[src/rtl/btn_debounce_pkg.sv]
// Shared types and default sizing for the pushbutton debouncer.
package btn_debounce_pkg;

  // Default debounce window: 1 ms at a 50 MHz user clock.
  localparam int DEBOUNCE_CYCLES_DEF = 50000;
  // Default counter width; 2**16 covers any legal DEBOUNCE_CYCLES.
  localparam int CNT_W_DEF           = 16;

  // Debounce FSM: two stable levels, each with a waiting state in front of it.
  typedef enum logic [1:0] {
    IDLE_LOW    = 2'b00,
    WAIT_HIGH   = 2'b01,
    STABLE_HIGH = 2'b10,
    WAIT_LOW    = 2'b11
  } state_e;

endpackage

[src/rtl/sync_2ff.sv]
// Two-flop synchronizer bringing the raw pushbutton into the clock domain.
module sync_2ff (
  input  logic clk_i,
  input  logic rst_ni,
  input  logic d_i,
  output logic q_o
);

  logic meta_q;
  logic sync_q;

  // Shift the asynchronous input through two flops; the first may go metastable.
  always_ff @(posedge clk_i) begin
    // NOTE: sequential state uses non-blocking assignments so both flops
    // sample their inputs from before the edge and form a true shift chain.
    if (!rst_ni) begin
      meta_q <= 1'b0;
      sync_q <= 1'b0;
    end else begin
      meta_q <= d_i;
      sync_q <= meta_q;
    end
  end

  assign q_o = sync_q;

endmodule

[src/rtl/btn_debounce_pulse.sv]
// Pushbutton debouncer: synchronizes the raw button, requires a stable run
// of DEBOUNCE_CYCLES before changing level, and emits one-cycle press and
// release pulses plus a running press count.
module btn_debounce_pulse
  import btn_debounce_pkg::*;
#(
  parameter int DEBOUNCE_CYCLES = DEBOUNCE_CYCLES_DEF,
  parameter int CNT_W           = CNT_W_DEF
) (
  input  logic       wb_clk_i,
  input  logic       wb_rst_ni,
  input  logic       btn_i,
  input  logic       enable_i,
  output logic       btn_level_o,
  output logic       press_pulse_o,
  output logic       release_pulse_o,
  output logic [7:0] press_cnt_o,
  output logic       busy_o
);

  localparam logic [CNT_W-1:0] CNT_LAST = CNT_W'(DEBOUNCE_CYCLES - 1);

  logic             sync;
  state_e           state_q,       state_d;
  logic [CNT_W-1:0] cnt_q,         cnt_d;
  logic             press_q,       press_d;
  logic             release_q,     release_d;
  logic [7:0]       press_cnt_q,   press_cnt_d;

  sync_2ff u_sync (
    .clk_i  (wb_clk_i),
    .rst_ni (wb_rst_ni),
    .d_i    (btn_i),
    .q_o    (sync)
  );

  // Next-state logic: count consecutive cycles that disagree with the
  // current debounced level; any agreeing cycle aborts the wait.
  always_comb begin
    // NOTE: every signal gets a default first so no path leaves a value
    // unassigned, which would otherwise infer a latch.
    state_d     = state_q;
    cnt_d       = cnt_q;
    press_d     = 1'b0;
    release_d   = 1'b0;
    press_cnt_d = press_cnt_q;

    case (state_q)
      IDLE_LOW: begin
        if (sync) begin
          state_d = WAIT_HIGH;
          cnt_d   = '0;
        end
      end
      WAIT_HIGH: begin
        if (!sync) begin
          state_d = IDLE_LOW;
          cnt_d   = '0;
        end else if (cnt_q == CNT_LAST) begin
          state_d = STABLE_HIGH;
          cnt_d   = '0;
          press_d = enable_i;
        end else begin
          cnt_d = cnt_q + CNT_W'(1);
        end
      end
      STABLE_HIGH: begin
        if (!sync) begin
          state_d = WAIT_LOW;
          cnt_d   = '0;
        end
      end
      WAIT_LOW: begin
        if (sync) begin
          state_d = STABLE_HIGH;
          cnt_d   = '0;
        end else if (cnt_q == CNT_LAST) begin
          state_d   = IDLE_LOW;
          cnt_d     = '0;
          release_d = enable_i;
        end else begin
          cnt_d = cnt_q + CNT_W'(1);
        end
      end
      default: begin
        state_d = IDLE_LOW;
        cnt_d   = '0;
      end
    endcase

    // Press counter advances exactly when a press pulse is issued; wraps at 255.
    if (press_d) begin
      press_cnt_d = press_cnt_q + 8'd1;
    end
  end

  // State, counter and registered pulse outputs with synchronous reset.
  always_ff @(posedge wb_clk_i) begin
    if (!wb_rst_ni) begin
      state_q     <= IDLE_LOW;
      cnt_q       <= '0;
      press_q     <= 1'b0;
      release_q   <= 1'b0;
      press_cnt_q <= 8'd0;
    end else begin
      state_q     <= state_d;
      cnt_q       <= cnt_d;
      press_q     <= press_d;
      release_q   <= release_d;
      press_cnt_q <= press_cnt_d;
    end
  end

  assign btn_level_o     = (state_q == STABLE_HIGH) || (state_q == WAIT_LOW);
  assign busy_o          = (state_q == WAIT_HIGH)   || (state_q == WAIT_LOW);
  assign press_pulse_o   = press_q;
  assign release_pulse_o = release_q;
  assign press_cnt_o     = press_cnt_q;

endmodule

[config.mk]
export PLATFORM = sky130hd
export DESIGN_NAME = btn_debounce_pulse
export DESIGN_NICKNAME = d
export VERILOG_FILES = /design/src/rtl/btn_debounce_pkg.sv /design/src/rtl/sync_2ff.sv /design/src/rtl/btn_debounce_pulse.sv
export SDC_FILE = /design/constraint.sdc
export NUM_CORES = 1
export LEC_CHECK = 0
export ABC_AREA = 1
export ABC_CLOCK_PERIOD_IN_PS = 1600
export CORE_UTILIZATION = 50
export CTS_CLUSTER_DIAMETER = 150
export DETAILED_ROUTE_END_ITERATION = 7
export GPL_TIMING_DRIVEN = 1
export PLACE_DENSITY = 0.68
export SLEW_MARGIN = 10
export SYNTH_ARGS = -nofsm -noshare
export SYNTH_HDL_FRONTEND = slang
export SYNTH_SLANG_ARGS = --single-unit
[constraint.sdc]
create_clock -name wb_clk_i -period 1.6 [get_ports wb_clk_i]
set_input_delay 0.32 -clock wb_clk_i [delete_from_list [all_inputs] [get_ports wb_clk_i]]
set_output_delay 0.32 -clock wb_clk_i [all_outputs]
set_load 0.01 [all_outputs]
; ---- Yosys cells after proc, flatten, opt, wreduce, memory -nomap -nowiden
; Cells that the tools add are included.
[classes]
add_sub_neg = 2
n_eq_ne = 8
n_mux = 16
n_bitwise = 2
n_reduce_logical = 6
[ops]
columns = cell, n
row1 = 2-to-1 mux 16 bit, 5
row2 = one-hot mux 16 bit (4 select lines), 1
row3 = "adder 16 x 1 -> 16 bit, second input constant", 1
row4 = "== test 16 bit, second input constant", 1
row5 = 2-to-1 mux 2 bit, 6
row6 = "adder 8 x 1 -> 8 bit, second input constant", 1
row7 = one-hot mux 2 bit (4 select lines), 1
row8 = "== test 2 bit, second input constant", 2
row9 = AND reduction 4 bit, 1
row10 = 2-to-1 mux 1 bit, 3
row11 = "inequality test 3 x 2 -> 1 bit, second input constant", 1
row12 = "inequality test 3 bit, second input constant", 1
row13 = OR reduction 3 bit, 1
row14 = "== test 2 x 1 -> 1 bit, second input constant", 1
row15 = zero test 2 bit, 1
row16 = logical OR 1 bit, 2
row17 = "inequality test 2 x 1 -> 1 bit, second input constant", 1
row18 = "inequality test 2 bit, second input constant", 1
row19 = NOT 1 bit, 2
row20 = AND reduction 2 bit, 1
[word_totals]
register_bits = 30
in_bits = 4
out_inout_bits = 12
word_cells = 41

; ---- Depth between registers and ports, before layout
[depth]
word_depth = 4
depth_mapped = 11
ltp_nobuf = 11

; ---- Hierarchy
; A second synthesis with hierarchy kept.
[hier_totals]
hier_cells = 276
hier_area_um2 = 1823.0
[by_module_without_submodules]
columns = mod, n_inst, cells_each, area_per_inst_um2, seq_area_each_um2
row1 = btn_debounce_pulse, 1, 270, 1767.9, 560.5
row2 = sync_2ff, 1, 6, 55.1, 40.0

; ---- Least setup slack after synthesis
; Ideal clock, no wire load.
[synth_timing]
path_type = reg2reg
startpoint = register cnt_q[0]
endpoint = register press_cnt_q[2], in the netlist press_cnt_o[2]
setup_ns = 0.119
arrival_time_ns = 1.301
required_time_ns = 1.481
setup_slack_ns = 0.179
path_stages_with_launch = 9
n_path_buf = 0
period_less_slack_ns = 1.421
path_cell_list = dfxtp_1 -> ha_1 -> nand2_2 -> nor2_4 -> nand3_2 -> nor2_4 -> nand3_4 -> o21ai_0 -> a21oi_1
[synth_via]
elab_chain_cells = 4
[synth_rtl]
columns = element, line
row1 = start: declaration, btn_debounce_pulse.sv:25  ; logic [CNT_W-1:0] cnt_q, cnt_d;
row2 = start signal: assignment, btn_debounce_pulse.sv:107  ; cnt_q <= cnt_d;
row3 = == test 16 bit, btn_debounce_pulse.sv:59  ; end else if (cnt_q == CNT_LAST) begin
row4 = 2-to-1 mux 1 bit, btn_debounce_pulse.sv:59
row5 = 2-to-1 mux 1 bit, btn_debounce_pulse.sv:56  ; if (!sync) begin
row6 = 2-to-1 mux 1 bit, btn_debounce_pulse.sv:48  ; case (state_q)
row7 = end signal: assignment, btn_debounce_pulse.sv:110  ; press_cnt_q <= press_cnt_d;
row8 = end: declaration, btn_debounce_pulse.sv:28  ; logic [7:0] press_cnt_q, press_cnt_d;
; No other way between the ends.
; A chain may end at the register's enable or synchronous reset.

; ---- Worst setup path after layout
[layout_timing]
startpoint = register press_q, in the netlist press_pulse_o
endpoint = output port press_pulse_o
[layout_rtl]
columns = element, line
row1 = start: declaration, btn_debounce_pulse.sv:26  ; logic press_q, press_d;
row2 = start signal: assignment, btn_debounce_pulse.sv:108  ; press_q <= press_d;
row3 = end: declaration, btn_debounce_pulse.sv:15  ; output logic press_pulse_o,
; No word-level cell between the ends.

==> impl_results.md <==
* Largest net degree at the start of global routing at 12
* Top Family by Delay on Critical Path: buffers and inverters
* Iter 0 DRT Violations at 85
* Post-detail-place hpwl at 2790 microns
* Fin area at 0.00210 sq mm
* Highest routed layer: met4
* Internal power at 1010 uW
* Peak Freq at 0.661 GHz
* Row Count at 21
* VDD IR-drop max at 0.000517 V
* Final worst path period share at 0.945
* Gr ovfl total at 0
* Number of diodes at 0
* Core region area at 0.00334 sq mm
* WHS at 437 ps
* Slowest cell on crit path: clkdlybuf4s50_1
* DRT antenna net count at 0
* Post-Synth Simple-Gate Area at 0.433
* Clock Tree Root: clkbuf_4
* Clk pwr share at 0.349
* Metal2 WL at 1520 microns
* Placement-stage cell area at 0.00199 sq mm
* Measured slew at the worst slew-check pin at 316 ps
* Routed wl met3 at 167 microns
* CTS tree: done
* Compound-Gate Fraction of Synth Area at 0.0843
* Worst setup EP type: output port
* Number of synthesized register bits at 30
* Syn-to-layout area delta at 19.7%
* Total Routing Usage GR at 0.219
* Layout cells sized above 1 at 0.214
* Vias in the first global route at 1,346
* Worst-path fanout max at 1
* Max Cap Violations at 0
* CTS Buffer Depth at 2
* Top FF cell, synth: dfxtp_1
* Vias per cell at 4.90
* Worst path bufs/invs at 1
* Pwr Density at 667 mW/mm^2
* Seq pwr share at 0.547
* Fillers at 341
* Initial DRT Pass Iterations at 4
* Hold Vio Cnt, Final at 0
* Hold crit path type: flop to flop
* H-tree lvl count at 2
* Clock Pin Slew Worst Setup and Hold Paths at 100 ps
* M1 wire length at 1980 microns
* Inserted Clock Buffers at 5
* Gate power share at 0.103
* Initial antenna violation count at 0
* Post-synth EDFFs at 0
* Clk_skew at 8.93 ps
* Fraction of registers with async set/reset at 0
* Nets at 287
* Total wire length at 3720 microns
* Die H at 61.2 microns
* DRC at 0
* Initial Util at 0.525
* Critical Path RT at 1280 ps
* XOR/XNOR Fraction of Synth Area at 0.0300
* First-pass GRT wire length at 5850 microns
* Routability congestion estimate at 0.861
* Fin Setup TNS at 0 ps
* Clk Latency, worst-skew pair at 340 ps
* Leak at 0.00103 uW
* Type of the worst setup path: flop to output port
* Gate Count Post-Synth at 255
* Clk sinks at 30
* Main combinational cell family by area after synthesis: simple AND/OR/NAND/NOR gates
* Avg Synthesized Cell Area at 6.87 sq um
* Critical Path AT at 1190 ps
* Net switching power at 385 uW
* Vias at 1,601
* Core Util, Final at 0.628
* Per-cell routed wire length at 11.4 microns
* Die Width at 61.2 microns
* Sw Ratio at 0.275
* Outcome: complete, no violations
* Mapped cell area at 0.00175 sq mm
* Synthesized net count at 262
* Port bufs at 15
* I/O pin count at 16
* Warnings from Yosys at 0
* Final min period at 1510 ps
* Adder-Cell Fraction of Synth Area at 0.0214
* Endpoints failing setup at 0
* Crit start category: flop
* Post-synthesis mux area share at 0
* Slew Limit Headroom at 0.789
* Max incr delay on CP at 530 ps
* Synth cell types at 30
* Die ar. at 0.00374 sq mm
* Max-slew violations at 0
* Critical Path, Cell by Cell: clkdlybuf4s50_1
* Sequential area share after synthesis at 0.343
power by group through the flow:
stage	Sequential (uW)	Clock (uW)	Combinational (uW)
4_1_cts	766	506	144
5_1_grt	767	541	163
3_5_place_dp	783	0	144
2_1_floorplan	781	0	94.6
3_3_place_gp	782	0	143
6_report	766	489	145
flip-flops by register name, summed over array words and instances, names as in the netlist, named ones only:
name,flops
cnt_q,16
state_q,1
release_pulse_o,1
press_pulse_o,1
u_sync.meta_q,1
press_cnt_o,8
u_sync.q_o,1
layer usage:
layer	up-vias	global-route usage
met4	0	0.0779
met2	31	0.301
met3	6	0.0819
met1	708	0.311
met5	-	0
li1	856	-
cell families after synthesis:
group / after synthesis
compound gates: 24
xor+xnor: 6
fa+ha+maj: 3
buf+inv: 41
flops: 30
simple gates: 151
layout make-up:
class                   count  area, sq um  area share
clock buffers               6         51.3      0.0245
clock inverters             2         12.5     0.00597
inverters                  38          144      0.0686
multi-input cells         184         1000       0.479
flip-flops and latches     30          608       0.290
well taps                  46         57.6      0.0274
repair buffers             21          220       0.105
Yosys cell counts (2+ instances only):
library cell | number | area [sq um]
nor2_4 | 5 | 56.3
clkbuf_1 | 3 | 11.3
ha_1 | 3 | 37.5
inv_2 | 9 | 33.8
nand2_1 | 60 | 225
o21bai_2 | 3 | 33.8
nor3_1 | 6 | 30.0
nand4_1 | 6 | 37.5
a21oi_1 | 10 | 50.1
nand3_2 | 5 | 50.1
nor2_2 | 5 | 31.3
nand2_2 | 2 | 12.5
o21ai_0 | 7 | 35.0
nand3_1 | 14 | 70.1
xor2_1 | 6 | 52.6
nand2_4 | 2 | 22.5
inv_1 | 27 | 101
dfxtp_1 | 30 | 601
nor2_1 | 40 | 150
nor3_2 | 2 | 20.0
path summary, 6_finish.rpt:
path	depth (start not counted)	endpoint	slack [ps]	start
setup / recovery	1	press_pulse_o	90	press_pulse_o
hold / removal	2	u_sync.q_o	440	u_sync.meta_q
setup reg to reg	8	press_cnt_o[2]	110	cnt_q[1]
hold reg to reg	2	u_sync.q_o	440	u_sync.meta_q
what timing repair did:
item,4_1_cts,5_1_grt
endpoints found under the setup margin,6,20
hold buffers,0,0
setup buffers,0,1
gates resized for setup,6,13
cloned,0,0
pin swaps,0,2
metrics by stage:
stage                     power (uW)  setup slack [ps]  cells
after floorplan                  875               179    255
after global placement           925              93.2    318
after detailed placement         927              94.2    318
after CTS                       1420              6.80    326
after global routing            1470             -8.01    327
final                           1400              87.8    327
cell usage in the layout (no fill, tap or decap), drive strengths merged, types with 7 or more instances in the layout:
master,n
o21ai,8
nand2,64
a21oi,11
nor2,50
nor3,9
dfxtp,30
nand4,7
nand3,20
dlymetal6s2s,10
inv,36
Power figures use the tool's default switching activity.
